--- src/rtl/data_memory_pkg.sv ---
// Shared types and default sizes for the byte-enabled data memory and its
// zero-fill sequencer.
package data_memory_pkg;

  localparam int DEFAULT_DATA_WIDTH = 16;
  localparam int DEFAULT_ADDR_WIDTH = 6;

  typedef enum logic {
    CLEAR = 1'b0,
    READY = 1'b1
  } mem_state_e;

endpackage

--- src/rtl/data_memory_v2_clear_fsm.sv ---
// Zero-fill sequencer: after reset it sweeps every word address once,
// then parks in READY. The state is exported so the top and checkers see it.
module mem_clear_fsm
  import data_memory_pkg::*;
#(
  parameter int ADDR_WIDTH = DEFAULT_ADDR_WIDTH
) (
  input  logic                  clk,
  input  logic                  rst,
  output logic [ADDR_WIDTH-1:0] sweep_addr,
  output logic                  sweep_we,
  output logic                  ready,
  output mem_state_e            state
);

  localparam logic [ADDR_WIDTH-1:0] LAST_ADDR = '1;

  mem_state_e            state_q, state_d;
  logic [ADDR_WIDTH-1:0] cnt_q, cnt_d;

  always_ff @(posedge clk or negedge rst) begin
    if (!rst) begin
      state_q <= CLEAR;
      cnt_q   <= '0;
    end else begin
      state_q <= state_d;
      cnt_q   <= cnt_d;
    end
  end

  // The counter wraps to zero exactly on the edge that clears the last word.
  always_comb begin
    state_d = state_q;
    cnt_d   = cnt_q;
    case (state_q)
      CLEAR: begin
        cnt_d = cnt_q + 1'b1;
        if (cnt_q == LAST_ADDR) state_d = READY;
      end
      READY:   state_d = READY;
      default: state_d = CLEAR;
    endcase
  end

  always_comb begin
    sweep_addr = cnt_q;
    sweep_we   = (state_q == CLEAR);
    ready      = (state_q == READY);
    state      = state_q;
  end

endmodule

--- src/rtl/data_memory_v2.sv ---
// Single-port word memory with per-byte write enables, write-first reads,
// a registered read port and a zero-fill sweep after every reset.
module data_memory_v2
  import data_memory_pkg::*;
#(
  parameter int DATA_WIDTH = DEFAULT_DATA_WIDTH,
  parameter int ADDR_WIDTH = DEFAULT_ADDR_WIDTH
) (
  input  logic                      clk,
  input  logic                      rst,
  input  logic                      wr_en,
  input  logic                      rd_en,
  input  logic [DATA_WIDTH/8-1:0]   be,
  input  logic [DATA_WIDTH-1:0]     data_in,
  input  logic [ADDR_WIDTH-1:0]     mem_address,
  output logic [DATA_WIDTH-1:0]     data_out,
  output logic                      rd_valid,
  output logic                      ready,
  output logic                      err
);

  localparam int BE_WIDTH = DATA_WIDTH / 8;
  localparam int DEPTH    = 2 ** ADDR_WIDTH;

  logic [DATA_WIDTH-1:0] mem_q [DEPTH];

  logic [ADDR_WIDTH-1:0] sweep_addr;
  logic                  sweep_we;
  mem_state_e            state;

  logic [DATA_WIDTH-1:0] data_out_q, data_out_d;
  logic                  rd_valid_q, rd_valid_d;
  logic                  err_q, err_d;
  logic [DATA_WIDTH-1:0] merged_word;
  logic                  accept_wr, accept_rd;

  mem_clear_fsm #(.ADDR_WIDTH(ADDR_WIDTH)) u_clear_fsm (
    .clk        (clk),
    .rst        (rst),
    .sweep_addr (sweep_addr),
    .sweep_we   (sweep_we),
    .ready      (ready),
    .state      (state)
  );

  // Requests are only honoured once the sweep has finished.
  always_comb begin
    accept_wr = wr_en && (state == READY);
    accept_rd = rd_en && (state == READY);
  end

  always_comb begin
    merged_word = mem_q[mem_address];
    for (int i = 0; i < BE_WIDTH; i++) begin
      if (be[i]) merged_word[8*i +: 8] = data_in[8*i +: 8];
    end
  end

  // Write-first: a read colliding with a write returns the merged word.
  always_comb begin
    data_out_d = data_out_q;
    if (accept_rd) data_out_d = accept_wr ? merged_word : mem_q[mem_address];
    rd_valid_d = accept_rd;
    err_d      = (wr_en || rd_en) && (state == CLEAR);
  end

  always_ff @(posedge clk) begin
    if (sweep_we) begin
      mem_q[sweep_addr] <= '0;
    end else if (accept_wr) begin
      mem_q[mem_address] <= merged_word;
    end
  end

  always_ff @(posedge clk or negedge rst) begin
    if (!rst) begin
      data_out_q <= '0;
      rd_valid_q <= 1'b0;
      err_q      <= 1'b0;
    end else begin
      data_out_q <= data_out_d;
      rd_valid_q <= rd_valid_d;
      err_q      <= err_d;
    end
  end

  assign data_out = data_out_q;
  assign rd_valid = rd_valid_q;
  assign err      = err_q;

endmodule

--- config.mk ---
export PLATFORM = sky130hd
export DESIGN_NAME = data_memory_v2
export DESIGN_NICKNAME = d
export VERILOG_FILES = /design/src/rtl/data_memory_pkg.sv /design/src/rtl/data_memory_v2_clear_fsm.sv /design/src/rtl/data_memory_v2.sv
export SDC_FILE = /design/constraint.sdc
export NUM_CORES = 1
export LEC_CHECK = 0
export BUFFER_PORTS_ARGS = -buffer_cell sky130_fd_sc_hd__buf_2
export CAP_MARGIN = 20
export CORE_MARGIN = 1.5
export CORE_UTILIZATION = 42
export CTS_BUF_LIST = sky130_fd_sc_hd__clkbuf_4
export DETAILED_ROUTE_END_ITERATION = 8
export HOLD_SLACK_MARGIN = 0.12
export PLACE_DENSITY_LB_ADDON = 0.25
export SYNTH_ARGS = -nofsm -noshare
export SYNTH_HDL_FRONTEND = slang
export SYNTH_HIERARCHICAL = 1
export SYNTH_SLANG_ARGS = --single-unit
export TNS_END_PERCENT = 1
--- constraint.sdc ---
create_clock -name clk -period 4.3 [get_ports clk]
set_input_delay 0 -clock clk [delete_from_list [all_inputs] [get_ports clk]]
set_output_delay 0 -clock clk [all_outputs]
set_load 0.01 [all_outputs]
* After elaboration in Yosys (flattened, before gate mapping)
Memory sizes are Yosys's and may differ from the RTL's.
Index checks and enable logic that the tools add are counted.
** Cells by class
- $add $sub $neg :: 1
- Eq/ne operators :: 1
- Multiplexer cells :: 12
- Bitwise gates (word level) :: 1
- Reduce and logical (&&, ||, !) cells :: 5
** Operators with widths (count)
- 16-bit two-way mux :: 2
- 8-bit two-way mux :: 2
- 16-bit OR reduction :: 1
- 6-bit by 1-bit adder with 6-bit output, second input constant :: 1
- 6-bit equality test, second input constant :: 1
- 1-bit two-way mux :: 6
- 6-bit two-way mux :: 1
- 1-bit logical AND :: 3
- 1-bit case mux with 2 select lines :: 1
- 1-bit logical OR :: 1
- 1-bit NOT :: 1
** Word-level totals
- Flip-flop bits (word level) :: 25
- Bits in writable memories :: 1024
- Bits of input ports :: 28
- Output and inout port bits :: 19
- Logic and storage cells :: 26
- Memories :: 1
** Memories
- mem_q :: words 64, width 16, read ports 1, clocked after memory_dff 0, write ports 1, line data_memory_v2.sv:25 : logic [DATA_WIDTH-1:0] mem_q [DEPTH];

* Longest topological paths before layout
- Word-level depth :: 6
- Mapped depth :: 11
- Mapped depth without buffers :: 7

* Hierarchy
Netlist, hierarchy kept.
** Modules (own cells, without submodules)
- data_memory_v2 :: times used 1, cells an instance 2077, area an instance 40885.5 sq um, seq. area each 31199.9 sq um
- mem_clear_fsm :: times used 1, cells an instance 24, area an instance 311.5 sq um, seq. area each 175.2 sq um

* Least setup slack after synthesis
No wires, ideal clock.
- Kind :: input to register
- Start point :: input mem_address[0]
- End point :: memory mem_q[0][4] in the netlist's numbering, data pin
- Library setup time :: 722 ps
- Arrival :: 4014 ps
- Data required time :: 3578 ps
- Setup slack :: -436 ps
- Cell stages on the path :: 11
- Path buffers :: 5
- Cell sequence :: buf_2 buf_6 buf_6 buf_6 buf_6 mux2i_1 a22oi_1 nand2_1 o21ai_1 o2111ai_1 o31ai_1
** On the way
- Word-level cells in the longest chain between the ends :: 3
** RTL lines
- start, declared :: line data_memory_v2.sv:15 : input logic [ADDR_WIDTH-1:0] mem_address,
- memory read 64 x 16 bit
- 8-bit two-way mux :: line data_memory_v2.sv:55 : if (be[i]) merged_word[8*i +: 8] = data_in[8*i +: 8];
- 16-bit two-way mux (no line)
- end, declared :: line data_memory_v2.sv:25
No other way between the ends.

* Worst setup path in the final report
- Start point :: register u_clear_fsm.state_q (netlist: u_clear_fsm/ready)
- End point :: register data_out_q[3] (netlist: data_out[3]) (read register of mem_q)
** On the way
- Word-level cells in the longest chain between the ends :: 2
- Elaborated cells between the ends (all ways) :: 3
- Classes of those cells :: mux (1); reduce/logical (2)
** RTL lines
- start, declared :: line data_memory_v2_clear_fsm.sv:18 : mem_state_e state_q, state_d;
- start signal, assigned :: line data_memory_v2_clear_fsm.sv:26 : state_q <= state_d;
- 1-bit logical AND
- 16-bit two-way mux
- end, declared :: line data_memory_v2.sv:31 : logic [DATA_WIDTH-1:0] data_out_q, data_out_d;
Parallel ways exist; a longest one is shown, timed or not.
A chain may end at the register's enable or synchronous reset.

==> flow_summary.yaml <==
critical_path:
  r2r_setup_slack_ns: 0.55
  worstPathCellList: "nand2_1 > nor2_1 > a22oi_1 > dlygate4sd3_1 > o21ai_1 > dlygate4sd3_1"
  worst-path-buf-inv: 2
  worst_r2r_endpoint: "data_out[3]$_DFFE_PN0P_"
  reg2regPathDepth: 6
  crit_path_max_fanout: 19
  cp.required_ns: 5.31
  cpMostUsedCell: "dlygate4sd3_1"
  cp-start-kind: "flip-flop"
  cpPeakStageDelay_ns: 1.04
  critPathKind: "reg2reg"
  end_kind: "flip-flop"
  r2r_start: "u_clear_fsm/ready$_DFF_PN0_"
  critical_path.slowest_cell: "nor2_1"
  path_depth: 6
  worstPathArrival_ns: 4.75
  path_delay_family: "simple AND/OR/NAND/NOR gates"
die:
  die_h_um: 316
  initial_core_util_pct: 42.5
  die-area_um2: 100000
  ioPinCount: 47
  fp.dieW_um: 316
  coreArea_um2: 97000
  placementRows: 114
synth:
  yosysSeqAreaShare_pct: 76.2
  avgSynthCellArea_um2: 19.6
  ys_dominant_reg_cell: "edfxtp_1"
  ys_ff_latch: 1049
  synth_edf_count: 1024
  synth_area_um2: 41200
  synth_nets: 2130
  async_flop_share_pct: 2.38
  netlist_instances: 2101
  ys_types: 47
  yosysWarnings: 6
grt:
  grt_use_met3_pct: 6.25
  grt.total_usage_pct: 22.6
  grt_max_degree: 65
  met2_usage_pct: 35.3
  grt_pass1_vias: 23609
  grtUsageMet1_pct: 30.3
  grt_pass1_wl_mm: 160
  grt-ovfl-total: 0
  grt.busiest_layer: "met2"
  antenna_found_initial: 1
route:
  wl_per_cell_um: 27.8
  ant_nets: 0
  dr.pass1.iters: 6
  drcViolationCount: 0
  drtIter0Drc: 2740
  routed_wirelength_mm: 111
  via_per_inst: 5.74
  num_vias: 23034
cells_and_area:
  num-fill-cells: 8028
  stdcell_area_um2: 48200
  layout-drive-gt1-share_pct: 30.8
  layout_commonest_cell: "edfxtp_1"
  fin_nets: 2595
  most-common-layout-cells: "edfxtp_1 (1024), clkbuf_4 (421), mux2i_1 (198)"
  syn_to_final_growth_pct: 17.0
  stdcell_count: 4013
run_status:
  status: "finished clean"
placed_design:
  dp.cells: 3471
  globalplace.congestion: 0.919
  hpwlAfterDp_mm: 68.5
  placed_area_um2: 44000
  io_buffers: 46
clock_tree:
  cts_buffers: 288
  clk_pin_slew_worst_paths_ns: 0.07
  cts.sinks: 1049
  cts_setup_buffers: 0
  cts-root-buf: "clkbuf_4"
  clkLatencyLatePin_ns: 1.14
  htree_levels: 5
  cts_buffer_depth: 4
  cts_tree: "built"
sta:
  final_hold_viol_count: 0
  fin_crit_sh_pct: 87.1
  setup_viol: 0
  grt_setup_unrepaired: "no"
  hold_slack_ns: 0.232
  tightestPinTransition_ns: 1.11
  skew_ns: 0.121
  max_freq_mhz: 267
  slew_headroom_pct: 25.5
  period_minus_slack_ns: 3.75
  slew_viol_final: 0
worst_hold_path:
  worstHoldStart: "data_in[8]"
  hp-class: "in2reg"
  whs_endpoint: "mem_q[33][8]$_DFFE_PP_"
  min_path_cells: 4
run:
  maxCapViolCount: 0
pwr:
  vdd_drop_max_mv: 0.197
  leakage_nw: 13.9
  power_w: 0.0200
  p_per_area_nw_per_um2: 415
==> worst max-delay path by stage <==
stage | from | to | slack [ns]
after global routing | u_clear_fsm/ready$_DFF_PN0_ | data_out[5]$_DFFE_PN0P_ | 0.45
after floorplan | mem_address[0] | mem_q[0][14]$_DFFE_PP_ | -0.30
after global placement | mem_address[0] | mem_q[47][0]$_DFFE_PP_ | 0.54
after CTS | mem_q[11][4]$_DFFE_PP_ | mem_q[39][4]$_DFFE_PP_ | 0.77
after detailed placement | mem_address[0] | mem_q[36][14]$_DFFE_PP_ | 0.54
final | u_clear_fsm/ready$_DFF_PN0_ | data_out[3]$_DFFE_PN0P_ | 0.55
==> worst min-delay path, stage by stage <==
cell           delay [ns]
dlygate4sd3_1        0.53
buf_2                0.15
o21ai_0              0.31
a21oi_4              0.13
==> kinds of logic (layout without fill, tap and decap cells) <==
| kind of cell | after synthesis | after routing | synth area share [%] |
|---|---|---|---|
| other cells | 0 | 2 | 0 |
| flops | 1049 | 1049 | 76.2 |
| buf+inv | 122 | 756 | 1.64 |
| simple gates | 236 | 236 | 2.89 |
| mux | 380 | 380 | 14.2 |
| fa+ha+maj | 1 | 1 | 0.0304 |
| xor+xnor | 5 | 5 | 0.106 |
| compound gates | 308 | 308 | 4.93 |
==> layout make-up <==
cell class              instances  area (um^2)  area share, %
flip-flops and latches       1049        31400           65.1
inverters                       8         30.0         0.0623
clock inverters                38          205          0.426
diodes                          2         5.00         0.0104
multi-input cells             930         9330           19.3
clock buffers                 421         3160           6.56
repair buffers                289         2510           5.20
well taps                    1276         1600           3.31
==> Yosys cell counts, types with 7 or more instances <==
library cell	number	area [um^2]
mux2_2	19	214
buf_6	14	158
a21oi_1	64	320
a22oi_1	96	721
nor2b_1	17	106
inv_1	7	26.3
nand2b_1	18	113
buf_2	28	140
dfrtp_1	25	626
nand3_1	8	40.0
a31oi_1	25	156
o21ai_1	15	75.1
nor4_1	15	93.8
o32ai_1	12	105
and2_1	42	263
buf_1	8	30.0
nor2_1	81	304
buf_4	21	158
clkbuf_1	43	161
a22o_1	13	114
o22ai_1	13	81.3
mux2i_1	198	1980
edfxtp_1	1024	30700
nand2_1	38	143
a211oi_1	15	113
mux4_2	163	3670
o21ai_0	34	170
==> through the flow <==
step                TNS, ns  utilization, %  setup slack (ns)
finish                    0            49.7             0.554
CTS                       0            49.7             0.774
global placement          0            45.3             0.543
global route              0            49.7             0.451
detailed placement        0            45.4             0.539
floorplan            -52.69               -            -0.303
==> registers in the layout, indices dropped and copies added, names as in the netlist <==
register	flops
rd_valid	1
mem_q	1024
err	1
u_clear_fsm/ready	1
data_out	16
u_clear_fsm/sweep_addr	6
==> where the power goes <==
part | internal, W | switching, W
Combinational | 0.000226 | 0.000375
Clock | 0.00454 | 0.00383
Sequential | 0.0110 | 0.0000000948
==> routing by layer <==
| layer | share of wire (%) | wire (um) |
|---|---|---|
| met4 | 3.2 | 3610 |
| met1 | 40 | 45000 |
| met3 | 9.1 | 10100 |
| met2 | 47 | 52700 |
| met5 | 0 | 0 |
==> what timing repair did <==
item                                     CTS  global route
resized for setup                          0             0
hold buffers                              80             0
endpoints found under the setup margin     0             0
hold endpoints to repair                1158             0
Power figures use the tool's default switching activity.
